`src/rtl/axi_lite_pkg.sv`:
```
// Shared AXI4-Lite payload types, response codes and arbiter FSM state encodings.
package axi_lite_pkg;
  typedef logic [31:0] addr_t;
  typedef logic [31:0] data_t;
  typedef logic [3:0]  strb_t;
  typedef logic [1:0]  resp_t;

  localparam resp_t OKAY   = 2'b00;
  localparam resp_t SLVERR = 2'b10;

  typedef enum logic [1:0] {W_IDLE, W_XFER, W_RESP} wr_state_e;
  typedef enum logic [1:0] {R_IDLE, R_ADDR, R_DATA} rd_state_e;
endpackage

```
`src/rtl/axi_lite_if.sv`:
```
// AXI4-Lite bundle; master drives requests, slave drives readies and responses.
interface axi_lite_if;
  import axi_lite_pkg::*;
  logic  awvalid, awready;
  addr_t awaddr;
  logic  wvalid, wready;
  data_t wdata;
  strb_t wstrb;
  logic  bvalid, bready;
  resp_t bresp;
  logic  arvalid, arready;
  addr_t araddr;
  logic  rvalid, rready;
  data_t rdata;
  resp_t rresp;

  modport master (
    output awvalid, awaddr, wvalid, wdata, wstrb, bready, arvalid, araddr, rready,
    input  awready, wready, bvalid, bresp, arready, rvalid, rdata, rresp
  );
  modport slave (
    input  awvalid, awaddr, wvalid, wdata, wstrb, bready, arvalid, araddr, rready,
    output awready, wready, bvalid, bresp, arready, rvalid, rdata, rresp
  );
endinterface

```
`src/rtl/axi_lite_rr_sel.sv`:
```
// Two-requester round-robin selector; the last-grant pointer moves only on completion.
module axi_lite_rr_sel #(
  parameter bit FIRST_PRIO = 1'b0
) (
  input  logic       aclk,
  input  logic       areset_n,
  input  logic [1:0] req,
  input  logic       upd,
  input  logic       upd_idx,
  output logic       gnt_idx
);
  logic last_q, last_d;

  always_comb begin
    last_d  = upd ? upd_idx : last_q;
    gnt_idx = (&req) ? ~last_q : req[1];
  end

  // Seeding "last" with the other master makes FIRST_PRIO win the first contention.
  always_ff @(posedge aclk or negedge areset_n) begin
    if (!areset_n) last_q <= ~FIRST_PRIO;
    else           last_q <= last_d;
  end
endmodule

```
`src/rtl/axi_lite_rr_arbiter.sv`:
```
// 2:1 AXI4-Lite arbiter with independent round-robin write and read channels,
// registered grant and combinational forwarding while a transaction owns the slave.
module axi_lite_rr_arbiter
  import axi_lite_pkg::*;
#(
  parameter bit FIRST_PRIO = 1'b0
) (
  input  logic        aclk,
  input  logic        areset_n,
  axi_lite_if.slave   s_axi_lite0,
  axi_lite_if.slave   s_axi_lite1,
  axi_lite_if.master  m_axi_lite,
  output logic        wr_owner,
  output logic        rd_owner
);
  logic [1:0] up_awvalid, up_wvalid, up_bready, up_arvalid, up_rready;
  logic [1:0] up_awready, up_wready, up_bvalid, up_arready, up_rvalid;
  addr_t      up_awaddr [2];
  addr_t      up_araddr [2];
  data_t      up_wdata  [2];
  strb_t      up_wstrb  [2];

  assign up_awvalid = {s_axi_lite1.awvalid, s_axi_lite0.awvalid};
  assign up_wvalid  = {s_axi_lite1.wvalid,  s_axi_lite0.wvalid};
  assign up_bready  = {s_axi_lite1.bready,  s_axi_lite0.bready};
  assign up_arvalid = {s_axi_lite1.arvalid, s_axi_lite0.arvalid};
  assign up_rready  = {s_axi_lite1.rready,  s_axi_lite0.rready};
  assign up_awaddr[0] = s_axi_lite0.awaddr;
  assign up_awaddr[1] = s_axi_lite1.awaddr;
  assign up_araddr[0] = s_axi_lite0.araddr;
  assign up_araddr[1] = s_axi_lite1.araddr;
  assign up_wdata[0]  = s_axi_lite0.wdata;
  assign up_wdata[1]  = s_axi_lite1.wdata;
  assign up_wstrb[0]  = s_axi_lite0.wstrb;
  assign up_wstrb[1]  = s_axi_lite1.wstrb;

  wr_state_e wr_st_q, wr_st_d;
  rd_state_e rd_st_q, rd_st_d;
  logic      wr_own_q, wr_own_d, rd_own_q, rd_own_d;
  logic      aw_done_q, aw_done_d, w_done_q, w_done_d;
  logic      wr_sel, rd_sel, wr_cmpl, rd_cmpl;
  logic      m_awvalid, m_wvalid, m_bready, m_arvalid, m_rready;

  axi_lite_rr_sel #(.FIRST_PRIO(FIRST_PRIO)) u_wr_sel (
    .aclk(aclk), .areset_n(areset_n), .req(up_awvalid),
    .upd(wr_cmpl), .upd_idx(wr_own_q), .gnt_idx(wr_sel)
  );

  axi_lite_rr_sel #(.FIRST_PRIO(FIRST_PRIO)) u_rd_sel (
    .aclk(aclk), .areset_n(areset_n), .req(up_arvalid),
    .upd(rd_cmpl), .upd_idx(rd_own_q), .gnt_idx(rd_sel)
  );

  // Only awvalid requests a write; a lone early wvalid waits untouched.
  always_comb begin
    wr_st_d    = wr_st_q;
    wr_own_d   = wr_own_q;
    aw_done_d  = aw_done_q;
    w_done_d   = w_done_q;
    up_awready = '0;
    up_wready  = '0;
    up_bvalid  = '0;
    m_awvalid  = 1'b0;
    m_wvalid   = 1'b0;
    m_bready   = 1'b0;
    wr_cmpl    = 1'b0;
    case (wr_st_q)
      W_IDLE: if (|up_awvalid) begin
        wr_st_d   = W_XFER;
        wr_own_d  = wr_sel;
        aw_done_d = 1'b0;
        w_done_d  = 1'b0;
      end
      W_XFER: begin
        m_awvalid            = up_awvalid[wr_own_q] & ~aw_done_q;
        m_wvalid             = up_wvalid[wr_own_q] & ~w_done_q;
        up_awready[wr_own_q] = m_axi_lite.awready & ~aw_done_q;
        up_wready[wr_own_q]  = m_axi_lite.wready & ~w_done_q;
        aw_done_d            = aw_done_q | (m_awvalid & m_axi_lite.awready);
        w_done_d             = w_done_q | (m_wvalid & m_axi_lite.wready);
        if (aw_done_d && w_done_d) wr_st_d = W_RESP;
      end
      W_RESP: begin
        m_bready            = up_bready[wr_own_q];
        up_bvalid[wr_own_q] = m_axi_lite.bvalid;
        if (m_axi_lite.bvalid && m_bready) begin
          wr_st_d = W_IDLE;
          wr_cmpl = 1'b1;
        end
      end
      default: wr_st_d = W_IDLE;
    endcase
  end

  always_comb begin
    rd_st_d    = rd_st_q;
    rd_own_d   = rd_own_q;
    up_arready = '0;
    up_rvalid  = '0;
    m_arvalid  = 1'b0;
    m_rready   = 1'b0;
    rd_cmpl    = 1'b0;
    case (rd_st_q)
      R_IDLE: if (|up_arvalid) begin
        rd_st_d  = R_ADDR;
        rd_own_d = rd_sel;
      end
      R_ADDR: begin
        m_arvalid            = up_arvalid[rd_own_q];
        up_arready[rd_own_q] = m_axi_lite.arready;
        if (m_arvalid && m_axi_lite.arready) rd_st_d = R_DATA;
      end
      R_DATA: begin
        m_rready            = up_rready[rd_own_q];
        up_rvalid[rd_own_q] = m_axi_lite.rvalid;
        if (m_axi_lite.rvalid && m_rready) begin
          rd_st_d = R_IDLE;
          rd_cmpl = 1'b1;
        end
      end
      default: rd_st_d = R_IDLE;
    endcase
  end

  always_ff @(posedge aclk or negedge areset_n) begin
    if (!areset_n) begin
      wr_st_q   <= W_IDLE;
      rd_st_q   <= R_IDLE;
      wr_own_q  <= 1'b0;
      rd_own_q  <= 1'b0;
      aw_done_q <= 1'b0;
      w_done_q  <= 1'b0;
    end else begin
      wr_st_q   <= wr_st_d;
      rd_st_q   <= rd_st_d;
      wr_own_q  <= wr_own_d;
      rd_own_q  <= rd_own_d;
      aw_done_q <= aw_done_d;
      w_done_q  <= w_done_d;
    end
  end

  assign m_axi_lite.awvalid = m_awvalid;
  assign m_axi_lite.awaddr  = up_awaddr[wr_own_q];
  assign m_axi_lite.wvalid  = m_wvalid;
  assign m_axi_lite.wdata   = up_wdata[wr_own_q];
  assign m_axi_lite.wstrb   = up_wstrb[wr_own_q];
  assign m_axi_lite.bready  = m_bready;
  assign m_axi_lite.arvalid = m_arvalid;
  assign m_axi_lite.araddr  = up_araddr[rd_own_q];
  assign m_axi_lite.rready  = m_rready;

  assign s_axi_lite0.awready = up_awready[0];
  assign s_axi_lite1.awready = up_awready[1];
  assign s_axi_lite0.wready  = up_wready[0];
  assign s_axi_lite1.wready  = up_wready[1];
  assign s_axi_lite0.bvalid  = up_bvalid[0];
  assign s_axi_lite1.bvalid  = up_bvalid[1];
  assign s_axi_lite0.arready = up_arready[0];
  assign s_axi_lite1.arready = up_arready[1];
  assign s_axi_lite0.rvalid  = up_rvalid[0];
  assign s_axi_lite1.rvalid  = up_rvalid[1];

  // Response payload is steered to the owner only; the other side reads idle values.
  assign s_axi_lite0.bresp = (wr_own_q == 1'b0) ? m_axi_lite.bresp : OKAY;
  assign s_axi_lite1.bresp = (wr_own_q == 1'b1) ? m_axi_lite.bresp : OKAY;
  assign s_axi_lite0.rresp = (rd_own_q == 1'b0) ? m_axi_lite.rresp : OKAY;
  assign s_axi_lite1.rresp = (rd_own_q == 1'b1) ? m_axi_lite.rresp : OKAY;
  assign s_axi_lite0.rdata = (rd_own_q == 1'b0) ? m_axi_lite.rdata : '0;
  assign s_axi_lite1.rdata = (rd_own_q == 1'b1) ? m_axi_lite.rdata : '0;

  assign wr_owner = wr_own_q;
  assign rd_owner = rd_own_q;
endmodule

```
`src/flat_wrapper.sv`:
```
// flat-port wrapper written by rule: the top's interface ports become plain ports
module axi_lite_rr_arbiter_flat import axi_lite_pkg::*;
#(
  parameter bit FIRST_PRIO = 1'b0
)
  (aclk, areset_n, wr_owner, rd_owner, s_axi_lite0_awvalid, s_axi_lite0_awaddr, s_axi_lite0_wvalid, s_axi_lite0_wdata, s_axi_lite0_wstrb, s_axi_lite0_bready, s_axi_lite0_arvalid, s_axi_lite0_araddr, s_axi_lite0_rready, s_axi_lite0_awready, s_axi_lite0_wready, s_axi_lite0_bvalid, s_axi_lite0_bresp, s_axi_lite0_arready, s_axi_lite0_rvalid, s_axi_lite0_rdata, s_axi_lite0_rresp, s_axi_lite1_awvalid, s_axi_lite1_awaddr, s_axi_lite1_wvalid, s_axi_lite1_wdata, s_axi_lite1_wstrb, s_axi_lite1_bready, s_axi_lite1_arvalid, s_axi_lite1_araddr, s_axi_lite1_rready, s_axi_lite1_awready, s_axi_lite1_wready, s_axi_lite1_bvalid, s_axi_lite1_bresp, s_axi_lite1_arready, s_axi_lite1_rvalid, s_axi_lite1_rdata, s_axi_lite1_rresp, m_axi_lite_awvalid, m_axi_lite_awaddr, m_axi_lite_wvalid, m_axi_lite_wdata, m_axi_lite_wstrb, m_axi_lite_bready, m_axi_lite_arvalid, m_axi_lite_araddr, m_axi_lite_rready, m_axi_lite_awready, m_axi_lite_wready, m_axi_lite_bvalid, m_axi_lite_bresp, m_axi_lite_arready, m_axi_lite_rvalid, m_axi_lite_rdata, m_axi_lite_rresp);
  axi_lite_if s_axi_lite0_i ();
  axi_lite_if s_axi_lite1_i ();
  axi_lite_if m_axi_lite_i ();
  input  logic aclk;
  input  logic areset_n;
  output logic wr_owner;
  output logic rd_owner;
  input wire logic [$bits(s_axi_lite0_i.awvalid)-1:0] s_axi_lite0_awvalid;
  input wire logic [$bits(s_axi_lite0_i.awaddr)-1:0] s_axi_lite0_awaddr;
  input wire logic [$bits(s_axi_lite0_i.wvalid)-1:0] s_axi_lite0_wvalid;
  input wire logic [$bits(s_axi_lite0_i.wdata)-1:0] s_axi_lite0_wdata;
  input wire logic [$bits(s_axi_lite0_i.wstrb)-1:0] s_axi_lite0_wstrb;
  input wire logic [$bits(s_axi_lite0_i.bready)-1:0] s_axi_lite0_bready;
  input wire logic [$bits(s_axi_lite0_i.arvalid)-1:0] s_axi_lite0_arvalid;
  input wire logic [$bits(s_axi_lite0_i.araddr)-1:0] s_axi_lite0_araddr;
  input wire logic [$bits(s_axi_lite0_i.rready)-1:0] s_axi_lite0_rready;
  output wire logic [$bits(s_axi_lite0_i.awready)-1:0] s_axi_lite0_awready;
  output wire logic [$bits(s_axi_lite0_i.wready)-1:0] s_axi_lite0_wready;
  output wire logic [$bits(s_axi_lite0_i.bvalid)-1:0] s_axi_lite0_bvalid;
  output wire logic [$bits(s_axi_lite0_i.bresp)-1:0] s_axi_lite0_bresp;
  output wire logic [$bits(s_axi_lite0_i.arready)-1:0] s_axi_lite0_arready;
  output wire logic [$bits(s_axi_lite0_i.rvalid)-1:0] s_axi_lite0_rvalid;
  output wire logic [$bits(s_axi_lite0_i.rdata)-1:0] s_axi_lite0_rdata;
  output wire logic [$bits(s_axi_lite0_i.rresp)-1:0] s_axi_lite0_rresp;
  input wire logic [$bits(s_axi_lite1_i.awvalid)-1:0] s_axi_lite1_awvalid;
  input wire logic [$bits(s_axi_lite1_i.awaddr)-1:0] s_axi_lite1_awaddr;
  input wire logic [$bits(s_axi_lite1_i.wvalid)-1:0] s_axi_lite1_wvalid;
  input wire logic [$bits(s_axi_lite1_i.wdata)-1:0] s_axi_lite1_wdata;
  input wire logic [$bits(s_axi_lite1_i.wstrb)-1:0] s_axi_lite1_wstrb;
  input wire logic [$bits(s_axi_lite1_i.bready)-1:0] s_axi_lite1_bready;
  input wire logic [$bits(s_axi_lite1_i.arvalid)-1:0] s_axi_lite1_arvalid;
  input wire logic [$bits(s_axi_lite1_i.araddr)-1:0] s_axi_lite1_araddr;
  input wire logic [$bits(s_axi_lite1_i.rready)-1:0] s_axi_lite1_rready;
  output wire logic [$bits(s_axi_lite1_i.awready)-1:0] s_axi_lite1_awready;
  output wire logic [$bits(s_axi_lite1_i.wready)-1:0] s_axi_lite1_wready;
  output wire logic [$bits(s_axi_lite1_i.bvalid)-1:0] s_axi_lite1_bvalid;
  output wire logic [$bits(s_axi_lite1_i.bresp)-1:0] s_axi_lite1_bresp;
  output wire logic [$bits(s_axi_lite1_i.arready)-1:0] s_axi_lite1_arready;
  output wire logic [$bits(s_axi_lite1_i.rvalid)-1:0] s_axi_lite1_rvalid;
  output wire logic [$bits(s_axi_lite1_i.rdata)-1:0] s_axi_lite1_rdata;
  output wire logic [$bits(s_axi_lite1_i.rresp)-1:0] s_axi_lite1_rresp;
  output wire logic [$bits(m_axi_lite_i.awvalid)-1:0] m_axi_lite_awvalid;
  output wire logic [$bits(m_axi_lite_i.awaddr)-1:0] m_axi_lite_awaddr;
  output wire logic [$bits(m_axi_lite_i.wvalid)-1:0] m_axi_lite_wvalid;
  output wire logic [$bits(m_axi_lite_i.wdata)-1:0] m_axi_lite_wdata;
  output wire logic [$bits(m_axi_lite_i.wstrb)-1:0] m_axi_lite_wstrb;
  output wire logic [$bits(m_axi_lite_i.bready)-1:0] m_axi_lite_bready;
  output wire logic [$bits(m_axi_lite_i.arvalid)-1:0] m_axi_lite_arvalid;
  output wire logic [$bits(m_axi_lite_i.araddr)-1:0] m_axi_lite_araddr;
  output wire logic [$bits(m_axi_lite_i.rready)-1:0] m_axi_lite_rready;
  input wire logic [$bits(m_axi_lite_i.awready)-1:0] m_axi_lite_awready;
  input wire logic [$bits(m_axi_lite_i.wready)-1:0] m_axi_lite_wready;
  input wire logic [$bits(m_axi_lite_i.bvalid)-1:0] m_axi_lite_bvalid;
  input wire logic [$bits(m_axi_lite_i.bresp)-1:0] m_axi_lite_bresp;
  input wire logic [$bits(m_axi_lite_i.arready)-1:0] m_axi_lite_arready;
  input wire logic [$bits(m_axi_lite_i.rvalid)-1:0] m_axi_lite_rvalid;
  input wire logic [$bits(m_axi_lite_i.rdata)-1:0] m_axi_lite_rdata;
  input wire logic [$bits(m_axi_lite_i.rresp)-1:0] m_axi_lite_rresp;
  assign s_axi_lite0_i.awvalid = s_axi_lite0_awvalid;
  assign s_axi_lite0_i.awaddr = s_axi_lite0_awaddr;
  assign s_axi_lite0_i.wvalid = s_axi_lite0_wvalid;
  assign s_axi_lite0_i.wdata = s_axi_lite0_wdata;
  assign s_axi_lite0_i.wstrb = s_axi_lite0_wstrb;
  assign s_axi_lite0_i.bready = s_axi_lite0_bready;
  assign s_axi_lite0_i.arvalid = s_axi_lite0_arvalid;
  assign s_axi_lite0_i.araddr = s_axi_lite0_araddr;
  assign s_axi_lite0_i.rready = s_axi_lite0_rready;
  assign s_axi_lite0_awready = s_axi_lite0_i.awready;
  assign s_axi_lite0_wready = s_axi_lite0_i.wready;
  assign s_axi_lite0_bvalid = s_axi_lite0_i.bvalid;
  assign s_axi_lite0_bresp = s_axi_lite0_i.bresp;
  assign s_axi_lite0_arready = s_axi_lite0_i.arready;
  assign s_axi_lite0_rvalid = s_axi_lite0_i.rvalid;
  assign s_axi_lite0_rdata = s_axi_lite0_i.rdata;
  assign s_axi_lite0_rresp = s_axi_lite0_i.rresp;
  assign s_axi_lite1_i.awvalid = s_axi_lite1_awvalid;
  assign s_axi_lite1_i.awaddr = s_axi_lite1_awaddr;
  assign s_axi_lite1_i.wvalid = s_axi_lite1_wvalid;
  assign s_axi_lite1_i.wdata = s_axi_lite1_wdata;
  assign s_axi_lite1_i.wstrb = s_axi_lite1_wstrb;
  assign s_axi_lite1_i.bready = s_axi_lite1_bready;
  assign s_axi_lite1_i.arvalid = s_axi_lite1_arvalid;
  assign s_axi_lite1_i.araddr = s_axi_lite1_araddr;
  assign s_axi_lite1_i.rready = s_axi_lite1_rready;
  assign s_axi_lite1_awready = s_axi_lite1_i.awready;
  assign s_axi_lite1_wready = s_axi_lite1_i.wready;
  assign s_axi_lite1_bvalid = s_axi_lite1_i.bvalid;
  assign s_axi_lite1_bresp = s_axi_lite1_i.bresp;
  assign s_axi_lite1_arready = s_axi_lite1_i.arready;
  assign s_axi_lite1_rvalid = s_axi_lite1_i.rvalid;
  assign s_axi_lite1_rdata = s_axi_lite1_i.rdata;
  assign s_axi_lite1_rresp = s_axi_lite1_i.rresp;
  assign m_axi_lite_awvalid = m_axi_lite_i.awvalid;
  assign m_axi_lite_awaddr = m_axi_lite_i.awaddr;
  assign m_axi_lite_wvalid = m_axi_lite_i.wvalid;
  assign m_axi_lite_wdata = m_axi_lite_i.wdata;
  assign m_axi_lite_wstrb = m_axi_lite_i.wstrb;
  assign m_axi_lite_bready = m_axi_lite_i.bready;
  assign m_axi_lite_arvalid = m_axi_lite_i.arvalid;
  assign m_axi_lite_araddr = m_axi_lite_i.araddr;
  assign m_axi_lite_rready = m_axi_lite_i.rready;
  assign m_axi_lite_i.awready = m_axi_lite_awready;
  assign m_axi_lite_i.wready = m_axi_lite_wready;
  assign m_axi_lite_i.bvalid = m_axi_lite_bvalid;
  assign m_axi_lite_i.bresp = m_axi_lite_bresp;
  assign m_axi_lite_i.arready = m_axi_lite_arready;
  assign m_axi_lite_i.rvalid = m_axi_lite_rvalid;
  assign m_axi_lite_i.rdata = m_axi_lite_rdata;
  assign m_axi_lite_i.rresp = m_axi_lite_rresp;
  axi_lite_rr_arbiter #(.FIRST_PRIO(FIRST_PRIO)) u_core (.aclk(aclk), .areset_n(areset_n), .s_axi_lite0(s_axi_lite0_i), .s_axi_lite1(s_axi_lite1_i), .m_axi_lite(m_axi_lite_i), .wr_owner(wr_owner), .rd_owner(rd_owner));
endmodule
```
`config.mk`:
```
export PLATFORM = sky130hd
export DESIGN_NAME = axi_lite_rr_arbiter_flat
export DESIGN_NICKNAME = d
export VERILOG_FILES = /design/src/rtl/axi_lite_pkg.sv /design/src/rtl/axi_lite_if.sv /design/src/rtl/axi_lite_rr_sel.sv /design/src/rtl/axi_lite_rr_arbiter.sv /design/src/flat_wrapper.sv
export SDC_FILE = /design/constraint.sdc
export NUM_CORES = 1
export LEC_CHECK = 0
export CORE_AREA = 2 2 171 173
export DETAILED_ROUTE_END_ITERATION = 10
export DIE_AREA = 0 0 173 175
export GPL_ROUTABILITY_DRIVEN = 0
export PLACE_DENSITY = 0.51
export RECOVER_POWER = 100
export SETUP_SLACK_MARGIN = 0.3
export SYNTH_ARGS = -nofsm -noshare
export SYNTH_HDL_FRONTEND = slang
export SYNTH_SLANG_ARGS = --single-unit
export TNS_END_PERCENT = 5
```
`constraint.sdc`:
```
create_clock -name aclk -period 1.1 [get_ports aclk]
set_input_delay 0.11 -clock aclk [delete_from_list [all_inputs] [get_ports aclk]]
set_output_delay 0.11 -clock aclk [all_outputs]
set_load 0.005 [all_outputs]
```
---- Word-level counts from Yosys, hierarchy flattened ----
Index checks and enable logic that the tools add are counted.
W data, S select, Z words.
storage, ports and cells
  bits in registers ....................... 10
  input port bits ......................... 253
  output and inout port bits .............. 189
  logic and storage cells ................. 120
cells by class
  eq/ne operators ......................... 10
  reduce and logical (&&, ||, !) cells .... 18
  bitwise gates (word level) .............. 19
  mux-type cells .......................... 59
  magnitude comparators ................... 6
operators by type and width
  cell                  number
  $mux W32              11
  $mux W2               15
  $mux W1               24
  $mux W4               3
  $ne A2 B1 Y1 const B  6
  $pmux W2 S3           2
  $and A2 B2 Y2         5
  $reduce_and A2 Y1     5
  $and A1 B1 Y1         6
  $logic_and A1 B1 Y1   6
  $reduce_and A3 Y1     2
  $eq A2 B1 Y1 const B  2
  $eq A2 B2 Y1 const B  2
  $ge A2 B2 Y1 const B  2
  $logic_not A2 Y1      2
  $lt A1 B2 Y1 const B  2
  $not A1 Y1            4
  $not A1 Y2            2
  $pmux W1 S2           2
  $reduce_or A2 Y1      2
  $demux W1 S1          2
  $ge A1 B1 Y1 const B  2
  $or A1 B1 Y1          2
  $reduce_bool A2 Y1    1

---- Longest topological paths before layout ----
Gate-level depths: netlist (run 1).
  word-level depth ........................ 8
  depth in mapped cells ................... 5
  gate-level depth less buffers ........... 3

---- Modules after synthesis ----
Synthesis (run 1) repeated with hierarchy kept, for this count alone.
unflattened totals
  cells, all modules ...................... 263
  area, all modules ....................... 2334.7 um^2
by module, submodules not included
  module               seq. area each (um^2)  cells an instance  instances  area an instance (um^2)
  axi_lite_rr_arbiter  200.2                  257                1          2237.1
  axi_lite_rr_sel      26.3                   3                  2          48.8

---- Worst setup path before layout (run 1) ----
OpenSTA, ideal clock, no wires.
  path type ............................... reg-to-reg
  start ................................... register u_core.wr_own_q (netlist: u_core.wr_owner)
  end ..................................... register u_core.wr_st_q[1]
  setup time .............................. 0.129 ns
  path buffers ............................ 1
  slack ................................... -0.102 ns
  clock period less this slack ............ 1.202 ns
  stages on the path, launching flop included .. 5
  data required time ...................... 0.971 ns
  arrival ................................. 1.073 ns
  cell sequence ........................... dfrtp_1 > buf_6 > mux2_4 > a21oi_2 > o32ai_1
on the way
  cells in the longest elaborated chain, start to end .. 8
  elaborated cells on any way between the ends .. 17
  classes of those cells .................. eq/ne: 2; mux: 6; bitwise: 6; reduce/logical: 3
RTL lines
  element                                  line                                                  RTL
  start, declared                          axi_lite_rr_arbiter.sv:39                             logic wr_own_q, wr_own_d, rd_own_q, rd_own_d;
  start signal, assigned                   axi_lite_rr_arbiter.sv:136                            wr_own_q <= wr_own_d;
  $mux W1 (on tied branches) (2 in a row)  axi_lite_rr_arbiter.sv:75, axi_lite_rr_arbiter.sv:76
  $and A1 B1 Y1 (on tied branches)         axi_lite_rr_arbiter.sv:75, axi_lite_rr_arbiter.sv:76
  $and A1 B1 Y1 (on tied branches)         axi_lite_rr_arbiter.sv:79, axi_lite_rr_arbiter.sv:80
  $or A1 B1 Y1 (on tied branches)          axi_lite_rr_arbiter.sv:79, axi_lite_rr_arbiter.sv:80
  $logic_and A1 B1 Y1                      axi_lite_rr_arbiter.sv:81                             if (aw_done_d && w_done_d) wr_st_d = W_RESP;
  $ne A2 B1 Y1 (no source line)            -
  $reduce_and A3 Y1 (no source line) *     -
  end signal, assigned                     axi_lite_rr_arbiter.sv:134                            wr_st_q <= wr_st_d;
  end, declared                            axi_lite_rr_arbiter.sv:37                             wr_state_e wr_st_q, wr_st_d;
Mark *: on every way between the ends. The rest lies on a longest branch, timed or not. The select of a mux whose other input is x is not followed.
A chain may end at the register's enable or synchronous reset.

---- Worst setup path in the final report (run 1) ----
  start ................................... register u_core.wr_own_q (netlist: u_core.wr_owner)
  end ..................................... output port m_axi_lite_awvalid
on the way
  cells in the longest elaborated chain, start to end .. 4
RTL lines
  element                                     line                       RTL
  $mux W1 (implied by the code) (2 in a row)  axi_lite_rr_arbiter.sv:75  m_awvalid = up_awvalid[wr_own_q] & ~aw_done_q;
  $and A1 B1 Y1                               axi_lite_rr_arbiter.sv:75
  $mux W1                                     axi_lite_rr_arbiter.sv:67  case (wr_st_q)
  end, declared                               flat_wrapper.sv:48         output wire logic [$bits(m_axi_lite_i.awvalid)-1:0] m_axi_lite_awvalid;
Every way passes these cells. The select of a mux whose other input is x is not followed.

==> flow_summary_export.csv, run 1 <==
group,metric,value,unit
power_and_ir_drop,finalPower,13.6,mW
worst_setup_path,crit_path_max_incr_delay,490,ps
clock_network,clk_latency,230,ps
run,maxCapViolCount,0,
placement,dpl.cell_count,1109,
cells_and_area,drive_gt1_frac,0.496,
route,wl,18000,um
global_routing,first_global_vias,3966,
die,initial_core_util,0.0825,
logic_synthesis,syn-cell-area,2340,sq um
route,via_per_inst,3.40,
route,routed-via-count,3848,
timing,fmax,559,MHz
outcome,status,"finished with violations",
clock_network,holdBufCountCts,0,
route,first_pass_iters,4,
timing,fin_crit_sh,1.63,
min_path,min_path_type,"in2async",
die,die-area,30300,sq um
worst_setup_path,cp_slowest_cell,"dfrtp_4",
clock_network,clk_pin_slew_worst_paths,40,ps
logic_synthesis,ys_seq_area_frac,0.108,
route,drt_iter0_drc,85,
timing,skew,0.406,ps
route,ant_nets,0,
power_and_ir_drop,p_per_area,1760,nW/um^2
logic_synthesis,synthesis.nets,519,
route,wire_per_inst,15.9,um
global_routing,antenna_found_initial,1,
outcome,violations,"setup timing",
worst_setup_path,startpoint_type,"flip-flop",
logic_synthesis,synth.distinct_cells,29,
placement,dp.final_hpwl,15000,um
timing,hold_viol,0,
global_routing,grtUsageTotal,0.110,
clock_network,cts_htree_levels,1,
logic_synthesis,avgSynthCellArea,8.81,sq um
timing,rsz0062_at_grt,"yes",
cells_and_area,final_area,7760,sq um
clock_network,clockBufferDepth,2,
worst_setup_path,crit_chain,"buf_8, buf_6, mux2_4, nor3b_4, buf_4, buf_6",
logic_synthesis,yosysWarnings,0,
global_routing,overflow,0,
timing,tightestPinTransition,700,ps
worst_setup_path,cp_common_cell,"buf_6",
clock_network,cts_buffers,3,
route,post-route-drc-count,0,
logic_synthesis,postSynthCellCount,266,
cells_and_area,areaGrowthSynthToFinish,231,%
power_and_ir_drop,p_leak,3.35,nW
cells_and_area,final_util,0.273,
die,ios,442,
cells_and_area,fin_nets,1002,
die,die_w,173,um
die,core,28400,sq um
worst_setup_path,crit_type,"reg2out",
worst_setup_path,crit_path_max_fanout,4,
worst_setup_path,required,990,ps
global_routing,grt_pass1_wl,25900,um
timing,final.min_clock_period,1790,ps
logic_synthesis,ys_seq_elements,10,
clock_network,cts_tree,"done",
timing,worst_slack,-689,ps
timing,relSlewSlack,0.533,
worst_setup_path,cp_num_buf_inv,4,
placement,dpl-instance-area,7540,sq um
global_routing,grt_start_max_net_pins,16,
cells_and_area,fin_cells,1133,
placement,port_buffers,441,
die,rows,62,
cells_and_area,nFillCells,3060,
worst_setup_path,arrival,1680,ps
worst_setup_path,crit_family,"buffers and inverters",
clock_network,clock_sinks,10,
timing,setup_violations,196,
power_and_ir_drop,ir_worst_vdd,457,uV
worst_setup_path,end_kind,"output port",
die,die_h,175,um
clock_network,clk_root_buffer_cell,"clkbuf_16",
timing,drv_slew,0,
-- final timing paths --
kind,cells past startpoint,slack (ps),end,startpoint
setup / recovery,6,-690,m_axi_lite_awvalid,u_core.wr_owner
hold / removal,2,430,u_core.rd_st_q[1],areset_n
setup reg to reg,6,-480,u_core.wr_st_q[1],u_core.wr_owner
hold reg to reg,2,540,u_core.u_wr_sel.last_q,u_core.u_wr_sel.last_q
max in group asynchronous,2,150,u_core.wr_owner,areset_n
min in group aclk,2,540,u_core.u_wr_sel.last_q,u_core.u_wr_sel.last_q
-- cell usage after synthesis (all sizes together) --
library cell  instances  area share
mux2i                 3       0.013
o31a                  1      0.0037
nor2b                41        0.11
clkbuf                5      0.0080
o21ai                 4      0.0085
nor4b                 2       0.013
nand4b                2      0.0075
a31oi                 1      0.0027
a21oi                 7       0.017
nand2                 7       0.011
nor2                  9       0.014
a32o                  2      0.0085
inv                   3      0.0048
mux2                102        0.49
nor3b                 3      0.0096
buf                  18       0.042
o32ai                 2      0.0075
dfstp                 2       0.022
and2                 37       0.099
and4                  1      0.0037
nor4                  1      0.0027
nand2b                1      0.0027
dfrtp                 8       0.085
a41oi                 1      0.0037
and3                  3      0.0080
-- cell usage in the layout (no fill, tap or decap), types with 3 or more instances in the layout --
cell,netlist,routed
buf_4,1,28
and2_1,37,24
dfrtp_1,8,6
clkdlybuf4s15_2,0,14
clkdlybuf4s50_1,0,252
clkbuf_16,0,4
mux2_4,1,17
buf_8,0,4
nor2b_2,0,3
buf_12,0,10
nand2_1,7,7
and2_4,0,13
a21oi_1,6,5
buf_16,0,7
clkdlybuf4s15_1,0,7
buf_2,16,57
clkbuf_2,0,47
buf_6,1,62
dlygate4sd2_1,0,9
inv_1,3,3
nor2b_1,41,36
mux2_2,101,85
nor2_1,9,7
-- through the flow --
step	setup TNS, ps	worst slack, ps	hold WS (ps)
after global routing	-94840	-724	482
after detailed placement	-92750	-690	438
after floorplan	-6250	-87.3	-186
after CTS	-90700	-699	184
after global placement	-92330	-658	441
final	-85460	-689	432
-- what timing repair did --
| action | CTS | global route |
|---|---|---|
| setup buffers | 8 | 2 |
| pin swaps | 7 | 1 |
| cloned | 8 | 1 |
| endpoints found under the setup margin | 199 | 199 |
| resized for setup | 674 | 102 |
-- area by class of cell --
class,count,area [sq um],share of cell area
sequential,10,260,0.0335
clock buffer,4,88.8,0.0114
tap,384,480,0.0619
antenna,1,2.50,0.000322
timing repair buffer,501,4780,0.616
multi-input combinational,230,2140,0.275
inverter,3,11.3,0.00145
-- sequential cells by signal, indices dropped and copies added, names as in the netlist --
register                cells
u_core.wr_st_q              2
u_core.u_rd_sel.last_q      1
u_core.w_done_q             1
u_core.aw_done_q            1
u_core.rd_st_q              2
u_core.rd_owner             1
u_core.u_wr_sel.last_q      1
u_core.wr_owner             1
-- power breakdown --
part / internal [mW] / switching [mW] / total, mW
combinational: 7.75 / 4.44 / 12.2
clock: 0.548 / 0.179 / 0.727
sequential: 0.546 / 0.183 / 0.729
-- logic make-up (layout without fill, tap and decap cells) --
kind of cell	count (synthesis)	after routing	synth area share
and+or+nand+nor	107	107	0.281
muxes	105	105	0.505
other	0	1	0
AOI/OAI and AO/OA	18	18	0.0513
DFF	10	10	0.108
buffers and inverters	26	508	0.0550
-- layer usage --
metal	wire, um	track usage
met5	0	0
met4	74	0.0117
met3	1040	0.0239
met2	9140	0.192
met1	7760	0.143
No activity file was read; power rests on OpenSTA's default activity.
==> run 2, diff against run 1 <==
--- a/config.mk
+++ b/config.mk
@@ -5,9 +5,10 @@
 export SDC_FILE = /design/constraint.sdc
 export NUM_CORES = 1
 export LEC_CHECK = 0
-export CORE_AREA = 2 2 171 173
+export ABC_AREA = 1
+export CORE_AREA = 2 2 173 175
 export DETAILED_ROUTE_END_ITERATION = 10
-export DIE_AREA = 0 0 173 175
+export DIE_AREA = 0 0 175 177
 export GPL_ROUTABILITY_DRIVEN = 0
 export PLACE_DENSITY = 0.51
 export RECOVER_POWER = 100
==> run 2 against run 1 <==
Compared with the run above: the flow still finishes with violations (setup timing); flip-flop and latch count unchanged; sequential power rose by 14%; first-iteration DRC count increased by 61%; critical path depth did not move; clock power about the same; clock skew about the same; combinational power grew 13%; fmax rose by 9.7%; via count rose by 32%; cell area grew 2.7%; routed wire length increased by 4.2%.
==> flow_summary_export.csv, run 2 <==
group,metric,value,unit
outcome,status,"finished with violations",
outcome,violations,"setup timing",
route,wire_per_inst,12.7,um
clock_network,cts_htree_levels,1,
die,die-area,31000,sq um
worst_setup_path,end_kind,"output port",
run,maxCapViolCount,0,
logic_synthesis,synth_commonest_cells,"nand2_1 (375), inv_1 (89), nor2_1 (46)",
worst_setup_path,crit_type,"reg2out",
logic_synthesis,ys_seq_elements,10,
global_routing,grtUsageTotal,0.103,
global_routing,grt_start_max_net_pins,25,
logic_synthesis,synthesis.nets,837,
clock_network,clock_sinks,10,
cells_and_area,final_cell_mix,"nand2_1 (315), clkdlybuf4s50_1 (251), buf_2 (128)",
route,wl,18800,um
clock_network,clk_latency,230,ps
logic_synthesis,yosysWarnings,0,
cells_and_area,fin_nets,1338,
die,ios,442,
worst_setup_path,startpoint_type,"flip-flop",
cells_and_area,areaGrowthSynthToFinish,216,%
timing,drv_slew,0,
cells_and_area,final_common_cell,"nand2_1",
worst_setup_path,crit_path_max_fanout,10,
route,ant_nets,0,
power_and_ir_drop,pwr-share-seq,0.054,
timing,fin_crit_sh,1.48,
timing,setup_violations,197,
logic_synthesis,post-synth-top-area-cell,"nand2_1",
route,drt_iter0_drc,137,
logic_synthesis,synth_most_common_cell,"nand2_1",
logic_synthesis,ys_seq_area_frac,0.100,
timing,rsz0062_at_grt,"yes",
logic_synthesis,synth_flop_cell,"dfrtp_1",
clock_network,holdBufCountCts,0,
power_and_ir_drop,p_leak,4.42,nW
power_and_ir_drop,power_frac_comb,0.899,
cells_and_area,nFillCells,3328,
min_path,min_path_type,"in2async",
placement,pre_cts_slack,-671,ps
logic_synthesis,synth.distinct_cells,24,
die,die_h,177,um
cells_and_area,reg_top3,"u_core.rd_st_q: 2 flops, u_core.wr_st_q: 2 flops",
clock_network,cts_tree,"done",
power_and_ir_drop,switching_power,6.83,mW
power_and_ir_drop,ir_worst_vdd,809,uV
timing,relSlewSlack,0.571,
global_routing,antenna_found_initial,0,
logic_synthesis,avgSynthCellArea,4.32,sq um
die,initial_core_util,0.0863,
global_routing,first_global_vias,4706,
logic_synthesis,postSynthCellCount,584,
timing,hold_viol,0,
route,routed-via-count,5068,
die,die_w,175,um
timing,worst_slack,-531,ps
power_and_ir_drop,p_int,8.54,mW
worst_setup_path,arrival,1520,ps
worst_setup_path,required,990,ps
logic_synthesis,syn-cell-area,2520,sq um
route,first_pass_iters,4,
timing,skew,0.286,ps
logic_synthesis,synth-async-reset-ratio,1.00,
die,core,29200,sq um
timing,tightestPinTransition,643,ps
cells_and_area,drive_gt1_frac,0.365,
logic_synthesis,synth_top_area_frac,0.558,
global_routing,grt_pass1_wl,25700,um
logic_synthesis,synth_edf_count,0,
route,post-route-drc-count,0,
clock_network,clockBufferDepth,2,
timing,fin_tns_setup,-78310,ps
placement,dp.final_hpwl,14800,um
clock_network,clk_root_buffer_cell,"clkbuf_16",
placement,dpl-instance-area,7770,sq um
cells_and_area,diodes,0,
timing,fmax,613,MHz
clock_network,clk_pin_slew_worst_paths,50,ps
timing,final.min_clock_period,1630,ps
cells_and_area,final_area,7980,sq um
clock_network,cts_buffers,3,
logic_synthesis,ys_top_cells_by_area,"nand2_1 (56%), inv_1 (13%), dfrtp_1 (7.9%)",
global_routing,overflow,0,
power_and_ir_drop,p_clk_frac,0.047,
power_and_ir_drop,swShare,0.444,
power_and_ir_drop,p_per_area,1930,nW/um^2
placement,port_buffers,441,
die,rows,63,
route,via_per_inst,3.44,
[run 2: changes by cell type after synthesis, sizes merged, moves of 3 or more]
cell / before / now
inv: 3 / 91
and2: 37 / 0
nor3: 0 / 8
nor3b: 3 / 0
and3: 3 / 0
nand2: 7 / 377
nand3: 0 / 4
nor2: 9 / 46
mux2: 102 / 0
mux2i: 3 / 0
buf: 18 / 26
nor2b: 41 / 0
[run 2: through the flow]
stage | utilization | std cells | hold WS, ps | total power [mW]
after global routing | 0.273 | 1474 | 475 | 16.7
after CTS | 0.261 | 1442 | 178 | 13.6
final | 0.273 | 1474 | 405 | 15.4
after global placement | 0.266 | 1432 | 431 | 13.5
after floorplan | - | 584 | -186 | 5.20
after detailed placement | 0.266 | 1432 | 433 | 13.4
[run 2: critical path: stages (launching register included)]
cell and delay [ps]:
dfrtp_4 560, buf_12 180, buf_8 120, clkbuf_16 160, nand2_1 60, nand2_1 60
buf_2 140
[run 2: cell families after synthesis]
group	after synthesis	share of synthesized area
AOI/OAI and AO/OA	13	0.0297
DFF	10	0.100
buffers and inverters	123	0.201
and+or+nand+nor	438	0.669
[run 2: routing by layer]
metal  wire length [um]  share of wire  vias up  global-route usage
met3                936          0.050       12              0.0155
li1                   -              -     2680                   -
met2               9440           0.50      171               0.183
met5                  0              0        -                   0
met1               8240           0.44     2205               0.135
met4                146         0.0078        0              0.0142
[run 2: path summary, 6_finish.rpt]
kind,slack [ps],to,cells after the start,start
max,-530,m_axi_lite_araddr[27],6,u_core.rd_owner
min,410,u_core.aw_done_q,2,areset_n
max reg2reg,-240,u_core.wr_st_q[1],10,u_core.wr_owner
min reg2reg,490,u_core.u_rd_sel.last_q,2,u_core.u_rd_sel.last_q
max in group asynchronous,210,u_core.rd_owner,2,areset_n
min in group aclk,460,u_core.u_rd_sel.last_q,3,s_axi_lite1_rready
[run 2: power by group through the flow]
stage	Clock, mW	Combinational [mW]	Sequential (mW)
6_report	0.729	13.8	0.828
5_1_grt	0.774	15.1	0.846
4_1_cts	0.753	12.0	0.767
3_5_place_dp	0	12.7	0.753
3_3_place_gp	0	12.7	0.750
2_1_floorplan	0	4.53	0.671
[run 2: final cells by class]
class | count | area, sq um | area share
Tap cell | 390 | 488 | 0.0612
Timing Repair Buffer | 528 | 4720 | 0.592
Inverter | 91 | 352 | 0.0441
Sequential cell | 10 | 258 | 0.0323
Clock buffer | 4 | 88.8 | 0.0111
Multi-Input combinational cell | 451 | 2070 | 0.260
[run 2: repair_timing]
action                     in CTS  in global routing
resized for setup             586                256
setup endpoints to repair     199                199
gates cloned                    3                  7
pin swaps                      18                 17
buffers inserted                3                 25
